`config.mk`:
```
export PLATFORM = sky130hd
export DESIGN_NAME = pic_int_cond
export DESIGN_NICKNAME = d
export VERILOG_FILES = /design/src/rtl/pic_pkg.sv /design/src/rtl/pic_debounce.sv /design/src/rtl/pic_int_cond.sv
export SDC_FILE = /design/constraint.sdc
export NUM_CORES = 1
export LEC_CHECK = 0
export BUFFER_PORTS_ARGS = -buffer_cell sky130_fd_sc_hd__buf_2
export CORE_MARGIN = 2
export CORE_UTILIZATION = 25
export CTS_CLUSTER_SIZE = 10
export DETAILED_ROUTE_END_ITERATION = 7
export PLACE_DENSITY = 0.5
export SLEW_MARGIN = 15
export SYNTH_ARGS = -nofsm -noshare
export SYNTH_HDL_FRONTEND = slang
export SYNTH_SLANG_ARGS = --single-unit
```
`constraint.sdc`:
```
create_clock -name CLK -period 5.3 [get_ports CLK]
set_input_delay 0.795 -clock CLK [delete_from_list [all_inputs] [get_ports CLK]]
set_output_delay 0.795 -clock CLK [all_outputs]
set_load 0.02 [all_outputs]
```
`src/rtl/pic_pkg.sv`:
```
// Shared definitions for the PIC16 interrupt input conditioner.
//   DEB_10MS_70M : debounce length for 10 ms at a 70 MHz PICCLK
//   DEB_SIM      : short debounce length for simulation
//   clog2        : ceiling log2, used to size the debounce counters
//   edge_mode_e  : per-channel event edge selection
package pic_pkg;

  localparam int unsigned DEB_10MS_70M = 700000;
  localparam int unsigned DEB_SIM      = 4;

  typedef enum logic [1:0] {
    EDGE_RISE = 2'd0,
    EDGE_FALL = 2'd1,
    EDGE_BOTH = 2'd2
  } edge_mode_e;

  function automatic int unsigned clog2(input int unsigned value);
    int unsigned result;
    result = 0;
    for (int unsigned v = value - 1; v > 0; v = v >> 1) result++;
    return result;
  endfunction

  // BOTH overrides the RISE/FALL selection.
  function automatic edge_mode_e edge_mode(input logic rise, input logic both);
    if (both)      return EDGE_BOTH;
    else if (rise) return EDGE_RISE;
    else           return EDGE_FALL;
  endfunction

endpackage

```
`src/rtl/pic_debounce.sv`:
```
// One input channel: 2-flop synchroniser, debounce counter and the
// debounced LEVEL register.
//   i_clk   : PICCLK, rising edge
//   i_rst_n : asynchronous active-low reset
//   i_din   : raw asynchronous input
//   o_level : debounced, synchronised level
module pic_debounce
  import pic_pkg::*;
#(
  parameter int unsigned DEB_CYCLES = DEB_SIM,
  parameter logic        IDLE       = 1'b0
) (
  input  logic i_clk,
  input  logic i_rst_n,
  input  logic i_din,
  output logic o_level
);

  localparam int unsigned    CW       = clog2(DEB_CYCLES + 1);
  localparam logic [CW-1:0]  CNT_LAST = CW'(DEB_CYCLES - 1);

  logic          r_meta;
  logic          r_sync;
  logic          r_level;
  logic [CW-1:0] r_cnt;

  // A change is accepted only after DEB_CYCLES consecutive disagreeing
  // synchronised samples; any sample matching LEVEL restarts the count.
  always_ff @(posedge i_clk or negedge i_rst_n) begin
    if (!i_rst_n) begin
      r_meta  <= IDLE;
      r_sync  <= IDLE;
      r_level <= IDLE;
      r_cnt   <= '0;
    end else begin
      r_meta <= i_din;
      r_sync <= r_meta;
      if (r_sync == r_level) begin
        r_cnt <= '0;
      end else if (r_cnt == CNT_LAST) begin
        r_level <= r_sync;
        r_cnt   <= '0;
      end else begin
        r_cnt <= r_cnt + CW'(1);
      end
    end
  end

  assign o_level = r_level;

endmodule

```
`src/rtl/pic_int_cond.sv`:
```
// Interrupt input conditioner upstream of the PIC16 INT pin.
// Per channel: synchronise + debounce (pic_debounce), edge detect,
// pending/overrun latching; a single registered INT for the core.
//   CLK   : PICCLK, rising edge
//   nRST  : asynchronous active-low reset
//   DIN   : raw asynchronous inputs
//   EN    : per-channel interrupt enable (masks INT only)
//   CLR   : per-channel clear of PEND/OVR, one cycle = one clear
//   LEVEL : debounced levels
//   PEND  : pending-event flags
//   OVR   : sticky overrun flags
//   INT   : registered interrupt request
module pic_int_cond
  import pic_pkg::*;
#(
  parameter int unsigned    N          = 4,
  parameter int unsigned    DEB_CYCLES = DEB_10MS_70M,
  parameter logic [N-1:0]   IDLE       = '0,
  parameter logic [N-1:0]   RISE       = '1,
  parameter logic [N-1:0]   BOTH       = '0
) (
  input  logic         CLK,
  input  logic         nRST,
  input  logic [N-1:0] DIN,
  input  logic [N-1:0] EN,
  input  logic [N-1:0] CLR,
  output logic [N-1:0] LEVEL,
  output logic [N-1:0] PEND,
  output logic [N-1:0] OVR,
  output logic         INT
);

  logic [N-1:0] w_level;
  logic [N-1:0] w_evt;
  logic [N-1:0] r_level_q;
  logic [N-1:0] r_pend;
  logic [N-1:0] r_ovr;
  logic         r_int;

  genvar g;
  generate
    for (g = 0; g < N; g++) begin : g_ch
      localparam edge_mode_e MODE = edge_mode(RISE[g], BOTH[g]);

      pic_debounce #(
        .DEB_CYCLES (DEB_CYCLES),
        .IDLE       (IDLE[g])
      ) u_deb (
        .i_clk   (CLK),
        .i_rst_n (nRST),
        .i_din   (DIN[g]),
        .o_level (w_level[g])
      );

      assign w_evt[g] = (MODE == EDGE_BOTH) ? (r_level_q[g] ^ w_level[g]) :
                        (MODE == EDGE_RISE) ? (~r_level_q[g] & w_level[g]) :
                                              (r_level_q[g] & ~w_level[g]);
    end
  endgenerate

  // Set wins over clear for PEND; clear wins for OVR.
  always_ff @(posedge CLK or negedge nRST) begin
    if (!nRST) begin
      r_level_q <= IDLE;
      r_pend    <= '0;
      r_ovr     <= '0;
      r_int     <= 1'b0;
    end else begin
      r_level_q <= w_level;
      r_pend    <= w_evt | (r_pend & ~CLR);
      r_ovr     <= ~CLR & (r_ovr | (w_evt & r_pend));
      r_int     <= |(r_pend & EN);
    end
  end

  assign LEVEL = w_level;
  assign PEND  = r_pend;
  assign OVR   = r_ovr;
  assign INT   = r_int;

endmodule

```
==> results of run 1 <==
==> logic make-up after synthesis <==
| group | Yosys count |
|---|---|
| mux | 5 |
| buf+inv | 33 |
| flops | 105 |
| simple gates | 221 |
| compound gates | 47 |
| xor+xnor | 59 |
| fa+ha+maj | 4 |
==> path summary, 6_finish.rpt <==
check                                       start                 endpoint  slack [ps]  depth (start not counted)
hold / removal               g_ch[1].u_deb.r_meta     g_ch[1].u_deb.r_sync         350                          0
setup reg to reg           g_ch[1].u_deb.r_cnt[5]  g_ch[1].u_deb.r_cnt[14]        3120                          4
hold reg to reg              g_ch[1].u_deb.r_meta     g_ch[1].u_deb.r_sync         350                          0
setup / recovery           g_ch[1].u_deb.r_cnt[5]  g_ch[1].u_deb.r_cnt[14]        3120                          4
min in group asynchronous                    nRST                  PEND[2]         480                          1
max in group asynchronous                    nRST                  PEND[3]        3690                          2
==> state kept, by name, indices dropped and copies added (netlist names) <==
signal	cells
INT	1
OVR	4
PEND	4
g_ch.u_deb.o_level	4
g_ch.u_deb.r_cnt	80
g_ch.u_deb.r_meta	4
g_ch.u_deb.r_sync	4
r_level_q	4
==> per-stage QoR <==
step / instances / total power, mW / setup WS [ps]
6_report: 770 / 1.511 / 3123
5_1_grt: 770 / 1.582 / 2943
4_1_cts: 770 / 1.544 / 3121
3_5_place_dp: 754 / 0.8892 / 3115
3_3_place_gp: 754 / 0.8863 / 3163
2_1_floorplan: 474 / 0.8586 / 3305
==> critical path, stage by stage (launching register included) <==
cell	delay (ps)
dfrtp_1	440
or4b_1	520
or4_4	540
o21ai_4	420
nor2_1	120
==> report_power, final <==
group	switching (mW)	internal, mW	total [mW]
Combinational	0.0352	0.0144	0.0496
Clock	0.306	0.334	0.640
Sequential	0.00994	0.811	0.821
==> synth_stat cells (all sizes together) <==
cell     number  area share
a2111oi       1      0.0018
a21oi        14       0.014
a22o          4      0.0071
a22oi         2      0.0030
a31oi         6      0.0076
and2          6      0.0076
and3          6      0.0076
and4         13       0.023
buf           7       0.012
clkbuf        7      0.0053
dfrtp       105        0.53
ha            4       0.010
inv          19       0.014
mux2          4      0.0091
mux2i         1      0.0020
nand2        19       0.014
nand3        25       0.026
nand4        28       0.039
nand4bb       2      0.0046
nor2         75       0.057
nor2b         1      0.0013
nor3          9      0.0091
nor3b         1      0.0015
nor4          9       0.011
nor4b         4      0.0071
nor4bb        2      0.0041
o2111a        1      0.0023
o21ai        16       0.021
o21bai        1      0.0015
o31ai         1      0.0015
o41ai         1      0.0018
or2           1      0.0013
or3          11       0.014
or4           4      0.0084
or4b          4      0.0081
or4bb         1      0.0023
xnor2        36       0.064
xor2         23       0.041
==> final cells by class <==
cell class	count	area, um^2
Clock inverter	5	40.04
Timing Repair Buffer	29	155.1
Sequential cell	105	2628
Inverter	19	71.32
Tap cell	265	331.6
Clock buffer	11	242.7
Multi-Input combinational cell	336	2151
Fill cell	2027	13780
==> metal layers <==
layer	wire (um)	vias up	share of wire
li1	-	1731	-
met1	4824	1690	0.49
met2	4646	40	0.47
met3	333	13	0.034
met4	125	0	0.013
met5	0	-	0
==> flow_metrics.env, run 1 <==
export IMPL_gr_max_usage_layer="met2"
export IMPL_ant_nets=0
export IMPL_wirelength_um=9930
export IMPL_maxSlewViolCount=0
export IMPL_crit_arrival_ps=2400
export IMPL_fin_tns_setup_ps=0
export IMPL_status="complete, no violations"
export IMPL_rows=51
export IMPL_synth_compound_area_frac=0.06163
export IMPL_postPlaceCellArea_um2=5336
export IMPL_clkSinkCount=105
export IMPL_core_area_um2=19400
export IMPL_finalHoldViolCount=0
export IMPL_cts_resized=0
export IMPL_final_util=0.2897
export IMPL_finalSetupViolCount=0
export IMPL_whs_ps=354.4
export IMPL_synthXorXnorAreaFrac=0.1047
export IMPL_ctsRootBufferMaster="clkbuf_16"
export IMPL_synth_avg_cell_area_um2=10.41
export IMPL_drive_gt1_frac=0.1168
export IMPL_die_y_um=144.5
export IMPL_hold_path_class="reg -> reg"
export IMPL_peakVddDrop_uv=151.4
export IMPL_fin_skew_ps=9.386
export IMPL_antenna_found_initial=0
export IMPL_synthesis_area_um2=4933
export IMPL_post_cts_buffers=0
export IMPL_yosysWarnings=0
export IMPL_grt_pass1_wl_um=16720
export IMPL_drc=0
export IMPL_vias=3474
export IMPL_grt_util_met2=0.1689
export IMPL_required_ps=5520
export IMPL_cp_start_kind="register"
export IMPL_final_area_um2=5619
export IMPL_holdBufCountCts=0
export IMPL_design_die_area_um2=20870
export IMPL_p_leak_nw=2.283
export IMPL_synth_cells=474
export IMPL_synth_fa_ha_area_frac=0.01014
export IMPL_final_common_cell="dfrtp_1"
export IMPL_synthMuxAreaShare=0.01116
export IMPL_synth_simple_area_share=0.2483
export IMPL_critPathCaptureType="register"
export IMPL_drv_cap=0
export IMPL_synth_cell_type_count=47
export IMPL_cts_tree="built"
export IMPL_area_growth_pct=13.90
export IMPL_grt_setup_unrepaired="false"
export IMPL_slew_headroom=0.5447
export IMPL_diodes=0
export IMPL_insertion_delay_ps=360
export IMPL_drt_initial_drc_count=190
export IMPL_gp_congestion=0.7716
export IMPL_synth_top_family_by_area="simple AND/OR/NAND/NOR gates"
export IMPL_clkTransAtPathRegs_ps=70
export IMPL_nNetsFinal=518
export IMPL_tightestPinTransition_ps=683.0
export IMPL_max_freq_mhz=459.4
export IMPL_wl_per_cell_um=12.90
export IMPL_cts_made_buffers=9
export IMPL_place_hpwl_um=6898
export IMPL_final_min_clock_period_ps=2177
export IMPL_die_w_um=144.5
export IMPL_first_pass_iters=4
export IMPL_io_pin_count=27
export IMPL_synthesis_nets=492
export IMPL_grt_usage=0.1032
export IMPL_final_cell_mix="dfrtp_1, nor2_1, xnor2_1"
export IMPL_powerDensity_nw_per_um2=268.8
export IMPL_cts_max_level=3
export IMPL_min_period_over_period=0.4107
export IMPL_grt_ovfl_total=0
export IMPL_crit_type="reg -> reg"
export IMPL_use_met3=0.03377
export IMPL_grt_pass1_vias=3454
export IMPL_start_util=0.2543
export IMPL_port_buffers=26
export IMPL_yosysSeqAreaShare=0.5326
export IMPL_met1_usage=0.1320
export IMPL_grt_max_degree=55
export IMPL_ys_ff_latch=105
export IMPL_path_max_fanout=18
export IMPL_vias_per_cell=4.512
export IMPL_clockBufferDepth=2
(Power assumes the default switching activity.)
==> run 2, diff against run 1 <==
--- a/config.mk
+++ b/config.mk
@@ -10,7 +10,7 @@
 export CORE_UTILIZATION = 25
 export CTS_CLUSTER_SIZE = 10
 export DETAILED_ROUTE_END_ITERATION = 7
-export PLACE_DENSITY = 0.5
+export PLACE_DENSITY = 0.52
 export SLEW_MARGIN = 15
 export SYNTH_ARGS = -nofsm -noshare
 export SYNTH_HDL_FRONTEND = slang
==> constraint.sdc (replaced) <==
create_clock -name CLK -period 1.9 [get_ports CLK]
set_input_delay 0.285 -clock CLK [delete_from_list [all_inputs] [get_ports CLK]]
set_output_delay 0.285 -clock CLK [all_outputs]
set_load 0.02 [all_outputs]
==> flow_metrics.env, run 2 (synthesis gave the netlist of run 1 again) <==
export IMPL_whs_path_depth=1
export IMPL_wirelength_um=10450
export IMPL_cts_made_buffers=9
export IMPL_path_max_fanout=2
export IMPL_min_period_over_period=1.022
export IMPL_nNetsFinal=557
export IMPL_io_pin_count=27
export IMPL_cp_startpoint="g_ch[1].u_deb.r_cnt[7]"
export IMPL_cp_start_kind="register"
export IMPL_clkSinkCount=105
export IMPL_first_pass_iters=4
export IMPL_hold_path_class="in -> reg"
export IMPL_drv_cap=0
export IMPL_ctsRootBufferMaster="clkbuf_16"
export IMPL_insertion_delay_ps=350
export IMPL_grt_setup_unrepaired="true"
export IMPL_min_to="g_ch[1].u_deb.r_meta"
export IMPL_crit_type="reg -> reg"
export IMPL_cts_tree="built"
export IMPL_drt_initial_drc_count=135
export IMPL_r2r_slack_ps=-40
export IMPL_finalHoldViolCount=0
export IMPL_regArea_um2=2629
export IMPL_area_growth_pct=21.18
export IMPL_tightestPinTransition_ps=541.9
export IMPL_wl_per_cell_um=12.93
export IMPL_regMostFlops="g_ch.u_deb.r_cnt"
export IMPL_min_from="DIN[1]"
export IMPL_cts_max_level=3
export IMPL_status="finished, violations left"
export IMPL_whs_ps=36.40
export IMPL_dpl_cell_count=791
export IMPL_grt_max_degree=38
export IMPL_p_leak_nw=2.499
export IMPL_rr_startpoint="g_ch[1].u_deb.r_cnt[7]"
export IMPL_drive_gt1_frac=0.1897
export IMPL_multiInputGateArea_um2=2181
export IMPL_crit_arrival_ps=2180
export IMPL_port_buffers=26
export IMPL_die_y_um=144.5
export IMPL_grt_ovfl_total=0
export IMPL_final_cell_mix="dfrtp_1, nor2_1, buf_4"
export IMPL_grt_pass1_wl_um=17730
export IMPL_r2r_cells=4
export IMPL_fin_tns_setup_ps=-135.3
export IMPL_rows=51
export IMPL_powerDensity_nw_per_um2=705.6
export IMPL_antenna_found_initial=0
export IMPL_finalSetupViolCount=17
export IMPL_peakVddDrop_uv=456.7
export IMPL_start_util=0.2543
export IMPL_core_area_um2=19400
export IMPL_vias_per_cell=4.584
export IMPL_drc=0
export IMPL_ant_nets=0
export IMPL_required_ps=2140
export IMPL_setup_ws_ps=-41.41
export IMPL_vias=3704
export IMPL_critPathCaptureType="register"
export IMPL_grt_usage=0.1074
export IMPL_final_common_cell="dfrtp_1"
export IMPL_grt_pass1_vias=3723
export IMPL_violations="setup timing"
export IMPL_final_min_clock_period_ps=1941
export IMPL_reg2reg_to="g_ch[1].u_deb.o_level"
export IMPL_fin_skew_ps=5.826
export IMPL_nFillCells=2019
export IMPL_place_hpwl_um=7484
export IMPL_maxSlewViolCount=0
export IMPL_slew_headroom=0.6387
export IMPL_die_w_um=144.5
export IMPL_post_cts_buffers=0
export IMPL_gp_congestion=0.8161
export IMPL_max_freq_mhz=515.1
export IMPL_design_die_area_um2=20870
export IMPL_diodes=0
export IMPL_clockBufferDepth=2
export IMPL_clkTransAtPathRegs_ps=70
export IMPL_final_cells=808
export IMPL_largest_register_ff_count=80
[run 2: area by class of cell]
| class | instances | area share |
|---|---|---|
| Multi-Input combinational cell | 336 | 0.3648 |
| Tap cell | 265 | 0.05546 |
| Inverter | 19 | 0.01193 |
| Timing Repair Buffer | 68 | 0.08288 |
| Sequential cell | 105 | 0.4397 |
| Clock buffer | 10 | 0.03997 |
| Clock inverter | 5 | 0.005232 |
[run 2: worst max-delay path by stage]
stage                               to  cells after the start
6_report         g_ch[1].u_deb.o_level                      4
5_1_grt        g_ch[1].u_deb.r_cnt[17]                      5
4_1_cts          g_ch[1].u_deb.o_level                      4
3_5_place_dp     g_ch[1].u_deb.o_level                      4
3_3_place_gp     g_ch[1].u_deb.o_level                      4
2_1_floorplan    g_ch[1].u_deb.o_level                      4
[run 2: critical path: stages (launching register included)]
cell,delay (ps)
dfrtp_1,370
or4b_1,520
or4_4,520
nor2_2,120
mux2_4,300
[run 2: through the flow]
step / setup slack [ps] / util / area (um^2) / power [mW]
3_3_place_gp: -86.56 / 0.2916 / 5657 / 2.510
3_5_place_dp: -87.05 / 0.2916 / 5657 / 2.517
2_1_floorplan: -94.94 / - / 4938 / 2.396
6_report: -41.41 / 0.3082 / 5978 / 4.218
5_1_grt: -103.4 / 0.3082 / 5978 / 4.410
4_1_cts: -41.94 / 0.3073 / 5962 / 4.300
[run 2: where the power goes]
part	total, mW	internal (mW)	switching, mW
Combinational	0.185	0.0749	0.110
Sequential	2.29	2.26	0.0237
Clock	1.75	0.916	0.831
Total	4.22	3.25	0.965
[run 2: routing by layer]
layer / up-vias / routed length, um / share of wire / GRT usage
li1: 1811 / - / - / -
met1: 1821 / 4959 / 0.47 / 0.1379
met2: 59 / 4939 / 0.47 / 0.1744
met3: 13 / 386 / 0.037 / 0.02947
met4: 0 / 162 / 0.016 / 0.03730
met5: - / 0 / 0 / 0
[run 2: repair_timing]
action / in CTS / in global routing
endpoints found under the hold margin: 32 / 0
gates cloned: 0 / 1
resized for setup: 7 / 3
setup endpoints to repair: 20 / 39
pin swaps: 1 / 0
hold buffers: 1 / 0
